### src/rtl/divider_pkg.sv
// Widths and the result record shared by pipeline_divider and its downstream capture FIFO,
// so the quotient/tag layout stays matched on both sides.
package divider_pkg;

    localparam int Q_WIDTH   = 8;
    localparam int TAG_WIDTH = 4;

    // One captured divider result: the sequence tag it was issued under plus its quotient.
    typedef struct packed {
        logic [TAG_WIDTH-1:0] tag;
        logic [Q_WIDTH-1:0]   q;
    } result_t;

    // Sequence tags wrap modulo 2**TAG_WIDTH.
    function automatic logic [TAG_WIDTH-1:0] tag_advance(input logic [TAG_WIDTH-1:0] tag);
        return tag + TAG_WIDTH'(1);
    endfunction

    // Build a result record from its parts.
    function automatic result_t make_result(input logic [TAG_WIDTH-1:0] tag,
                                            input logic [Q_WIDTH-1:0]   q);
        result_t r;
        r.tag = tag;
        r.q   = q;
        return r;
    endfunction

endpackage : divider_pkg

### src/rtl/fifo_regfile.sv
// Storage for the result FIFO: DEPTH result records, one synchronous write port and one
// combinational read port so the head entry is visible without a read cycle (show-ahead).
module fifo_regfile
    import divider_pkg::*;
#(
    parameter int DEPTH = 8,
    localparam int PTR_W = $clog2(DEPTH)
) (
    input  logic             clock,
    input  logic             wr_en,
    input  logic [PTR_W-1:0] wr_addr,
    input  result_t          wr_data,
    input  logic [PTR_W-1:0] rd_addr,
    output result_t          rd_data
);

    // Entries hold data only; validity is tracked by the owner's count, so no reset here.
    result_t mem_q [DEPTH];

    // Write the addressed entry when a push is accepted.
    always_ff @(posedge clock) begin
        if (wr_en) begin
            mem_q[wr_addr] <= wr_data;
        end
    end

    assign rd_data = mem_q[rd_addr];

endmodule : fifo_regfile

### src/rtl/divider_result_fifo.sv
// Capture stage behind pipeline_divider. Every in_valid result is tagged with a running
// sequence number and queued in a show-ahead FIFO drained with valid/ready. The divider
// cannot be stalled, so a registered stall_req warns upstream early and any result that
// arrives while full is dropped and flagged in the sticky overflow bit.
module divider_result_fifo
    import divider_pkg::*;
#(
    parameter int DEPTH = 8,
    parameter int SLACK = 4,
    localparam int PTR_W = $clog2(DEPTH),
    localparam int CNT_W = PTR_W + 1
) (
    input  logic                 clock,
    input  logic                 reset,
    input  logic                 in_valid,
    input  logic [Q_WIDTH-1:0]   in_q,
    output logic                 out_valid,
    input  logic                 out_ready,
    output logic [Q_WIDTH-1:0]   out_q,
    output logic [TAG_WIDTH-1:0] out_tag,
    output logic [CNT_W-1:0]     count,
    output logic                 full,
    output logic                 empty,
    output logic                 stall_req,
    output logic                 overflow,
    input  logic                 clear_overflow
);

    localparam logic [CNT_W-1:0] CNT_FULL  = CNT_W'(DEPTH);
    localparam logic [CNT_W-1:0] CNT_STALL = CNT_W'(DEPTH - SLACK);

    logic [PTR_W-1:0]     wr_ptr_q, wr_ptr_d;
    logic [PTR_W-1:0]     rd_ptr_q, rd_ptr_d;
    logic [CNT_W-1:0]     count_q, count_d;
    logic [TAG_WIDTH-1:0] tag_q, tag_d;
    logic                 full_q, full_d;
    logic                 empty_q, empty_d;
    logic                 stall_q, stall_d;
    logic                 overflow_q, overflow_d;

    logic    push;
    logic    pop;
    logic    drop;
    result_t head;

    // A pop frees a slot on the same edge, so a full FIFO can still accept while draining.
    assign pop  = ~empty_q & out_ready;
    assign push = in_valid & (~full_q | pop);
    assign drop = in_valid & ~push;

    fifo_regfile #(
        .DEPTH (DEPTH)
    ) u_regfile (
        .clock   (clock),
        .wr_en   (push),
        .wr_addr (wr_ptr_q),
        .wr_data (make_result(tag_q, in_q)),
        .rd_addr (rd_ptr_q),
        .rd_data (head)
    );

    // Next-state for pointers, occupancy, tag counter and status flags.
    always_comb begin
        wr_ptr_d   = push ? wr_ptr_q + PTR_W'(1) : wr_ptr_q;
        rd_ptr_d   = pop  ? rd_ptr_q + PTR_W'(1) : rd_ptr_q;
        count_d    = count_q + CNT_W'(push) - CNT_W'(pop);
        // Every result consumes a tag, even a dropped one, so losses show as tag gaps.
        tag_d      = in_valid ? tag_advance(tag_q) : tag_q;
        full_d     = (count_d == CNT_FULL);
        empty_d    = (count_d == '0);
        stall_d    = (count_d >= CNT_STALL);
        // A drop on the same edge as a clear request wins so no loss goes unreported.
        overflow_d = overflow_q;
        if (drop) begin
            overflow_d = 1'b1;
        end else if (clear_overflow) begin
            overflow_d = 1'b0;
        end
    end

    // Control state register; reset discards contents and restarts tags at zero.
    always_ff @(posedge clock or posedge reset) begin
        if (reset) begin
            wr_ptr_q   <= '0;
            rd_ptr_q   <= '0;
            count_q    <= '0;
            tag_q      <= '0;
            full_q     <= 1'b0;
            empty_q    <= 1'b1;
            stall_q    <= 1'b0;
            overflow_q <= 1'b0;
        end else begin
            wr_ptr_q   <= wr_ptr_d;
            rd_ptr_q   <= rd_ptr_d;
            count_q    <= count_d;
            tag_q      <= tag_d;
            full_q     <= full_d;
            empty_q    <= empty_d;
            stall_q    <= stall_d;
            overflow_q <= overflow_d;
        end
    end

    // Head data is forced to zero while empty so stale storage never leaks out.
    assign out_valid = ~empty_q;
    assign out_q     = empty_q ? '0 : head.q;
    assign out_tag   = empty_q ? '0 : head.tag;
    assign count     = count_q;
    assign full      = full_q;
    assign empty     = empty_q;
    assign stall_req = stall_q;
    assign overflow  = overflow_q;

endmodule : divider_result_fifo

### config.mk
export PLATFORM = sky130hd
export DESIGN_NAME = divider_result_fifo
export DESIGN_NICKNAME = d
export VERILOG_FILES = /design/src/rtl/divider_pkg.sv /design/src/rtl/fifo_regfile.sv /design/src/rtl/divider_result_fifo.sv
export SDC_FILE = /design/constraint.sdc
export NUM_CORES = 1
export LEC_CHECK = 0
export BUFFER_PORTS_ARGS = -buffer_cell sky130_fd_sc_hd__clkbuf_2
export CAP_MARGIN = 20
export CORE_MARGIN = 2
export CORE_UTILIZATION = 35
export DETAILED_ROUTE_END_ITERATION = 7
export HOLD_SLACK_MARGIN = 0.05
export SYNTH_ARGS = -nofsm -noshare
export SYNTH_HDL_FRONTEND = slang
export SYNTH_SLANG_ARGS = --single-unit
### constraint.sdc
create_clock -name clock -period 3.9 [get_ports clock]
set_input_delay 0.39 -clock clock [delete_from_list [all_inputs] [get_ports clock]]
set_output_delay 0.39 -clock clock [all_outputs]
set_load 0.05 [all_outputs]
==> impl_results.md <==
- Hold buffer count at CTS: 0
- Die Y: 118 um
- DR pass1 iterations: 5
- Main synth FF type: edfxtp_1
- Commonest non-fill, non-tap cell in the layout: edfxtp_1
- Max-slew violations: 0
- Setup_tns: 0 ps
- Setup Skew: 8.52 ps
- Core Box Area: 12700 um2
- Clock root buffer: clkbuf_16
- Post-route minimum period: 2910 ps
- Clock power frac: 0.311
- Commonest non-fill, non-tap cells in the layout: edfxtp_1 (96), clkbuf_2 (33), mux4_2 (20)
- Clock latency at the later pin of the worst-skew pair: 400 ps
- Initial Util: 0.361
- Sw Share: 0.350
- Combinational power share: 0.326
- Detailed Route Iter0 Violations: 151
- I/O Buffers: 33
- GR Util All Layers: 0.128
- WL final: 8320 um
- Clock buffer depth: 2
- Max Fclk: 343 MHz
- Syn nets: 254
- Vias per inst: 4.71
- Die Footprint: 14000 um2
- Largest net degree at the start of global routing: 25
- Power per cell area: 905 nW/um2
- Vias in the first global route: 2312
- Rows: 41
- CTS clk-pin slew, worst paths: 50 ps
- Cell Area, Synth: 4570 um2
- H-tree levels: 4
- DRC Markers: 0
- Die Wd: 118 um
- Top sig layer: met4
- Fraction of registers with async set/reset: 0.158
- Num CTS Buffers: 17
- GP Congestion: 0.726
- GRT overflow: 0
- Crit share post-route: 0.747
- Post-synth EDFFs: 96
- HPWL reported at the end of detailed placement: 4960 um
- NetSw: 1.77 mW
- Syn-to-layout area delta: 22.0%
- Max transition margin: 0.413
- Maximum fanout along the worst path: 15
- Met3 routed WL: 373 um
- Max VDD drop: 0.563 mV
- Crit Path Class: reg2reg
- Metal2 WL: 4010 um
- Yosys cell types: 34
- DR vias: 2212
- Final Hold Fails: 0
- Int Pwr: 3.28 mW
- TritonCTS clock tree: done
- Placement Cell Area: 4980 um2
- Met1 Wirelength: 3800 um
- Postcts setup bufs: 0
- Initial antenna violation count: 0
- Yosys warning total: 0
- Design area: 5580 um2
- Crit path required time: 4250 ps
- Ant diodes: 0
- Post-route ant nets: 0
- Crit. End Element: flip-flop
- #FFs+latches synth: 114
- Synth Instances: 233
- Crit path launch type: flip-flop
- Hold Crit Class: in2async
- RSZ-0062 raised after global routing: false
- Post_cts resized: 0
- Ratio of cells with drive above 1 in the final layout: 0.342
- Status: finished clean
- Top-Level Pins: 34
- Flop pwr share: 0.364
- Non-filler cells, final: 470
- Dpl cells: 438
- Slew @ Worst Pin: 880 ps
- Net count reported at finish: 306
- Avg Synthesized Cell Area: 19.6 um2
- Placement Setup Slack: 951 ps
- Leak pwr: 2.03 nW
- Sequential area share after synthesis: 0.730
- Max_cap viols: 0
- WL/cell: 17.7 um
- Global-route wire length before repair: 13000 um
- Final setup fails: 0
- Slack of the critical path: 985 ps
- Clk sinks: 114
- CP Data Arrival Time: 3260 ps
## state kept, by name (all words and copies together), names as in the netlist
signal and flops:
u_regfile.mem_q 96, count 4, tag_q 4, rd_ptr_q 3
wr_ptr_q 3, empty 1, full 1, overflow 1
stall_req 1
## power by group through the flow
| stage | logic (mW) | clock network, mW | registers [mW] |
|---|---|---|---|
| 2_1_floorplan | 1.28 | 0 | 1.86 |
| 5_1_grt | 1.79 | 1.65 | 1.87 |
| 4_1_cts | 1.68 | 1.59 | 1.84 |
| 3_5_place_dp | 1.68 | 0 | 1.86 |
| 3_3_place_gp | 1.67 | 0 | 1.85 |
| 6_report | 1.64 | 1.57 | 1.84 |
## metal layers
layer / GRT usage / up-vias
met5: 0 / -
met4: 0.0497 / 0
met3: 0.0425 / 10
met2: 0.195 / 50
met1: 0.169 / 1133
li1: - / 1019
## through the flow
step	total power, mW	util	hold WS (ps)
floorplan	3.14	-	328
global placement	3.51	0.393	465
detailed placement	3.55	0.393	469
CTS	5.12	0.440	93.0
global route	5.30	0.440	134
finish	5.05	0.440	63.7
## worst paths after layout
path                           startpoint  cells past startpoint  slack, ps           to
min in group clock         clear_overflow                      2        170     overflow
setup / recovery                    empty                     10        990        empty
hold / removal                      reset                      2         60     tag_q[1]
hold reg to reg               rd_ptr_q[2]                      1        480  rd_ptr_q[2]
setup reg to reg                    empty                     10        990        empty
max in group asynchronous           reset                      2       3400  rd_ptr_q[2]
## worst max-delay path: stages, from the launching register on
cell and delay [ps]:
dfstp_2 770, nor2b_1 260, o21ai_4 320, ha_1 280, inv_1 60, ha_1 150, inv_1 50, fa_1 370
xor2_1 240, nand3b_1 120, o21ba_2 240
## synth_stat cells (3+ instances only)
master     n  share of area
xor2_1     4         0.0077
nor3_1     5         0.0055
mux2i_1   12          0.026
xnor2_1    5         0.0096
ha_1       7          0.019
edfxtp_1  96           0.63
mux4_1     4          0.023
nor2_1    16          0.013
mux4_2    20          0.099
inv_1     12         0.0099
nand2_1    3         0.0025
buf_2      5         0.0055
clkbuf_1   3         0.0025
dfrtp_1   17          0.093
## area by class of cell
| cell class | count | area (um2) |
|---|---|---|
| repair buffers | 44 | 248 |
| clock inverters | 12 | 164 |
| well taps | 172 | 215 |
| flip-flops and latches | 114 | 3330 |
| fillers | 1128 | 7090 |
| inverters | 12 | 45.0 |
| clock buffers | 20 | 437 |
| multi-input cells | 96 | 1130 |
## kinds of logic after synthesis
group                    share of synthesized area
AO/OA/AOI/OAI                               0.0142
adder cells (fa/ha/maj)                     0.0235
XOR/XNOR                                    0.0172
flip-flops                                   0.730
buffers and inverters                       0.0279
multiplexers                                 0.155
AND/OR/NAND/NOR                             0.0320
Note: power is estimated with default switching activity, not from simulation.
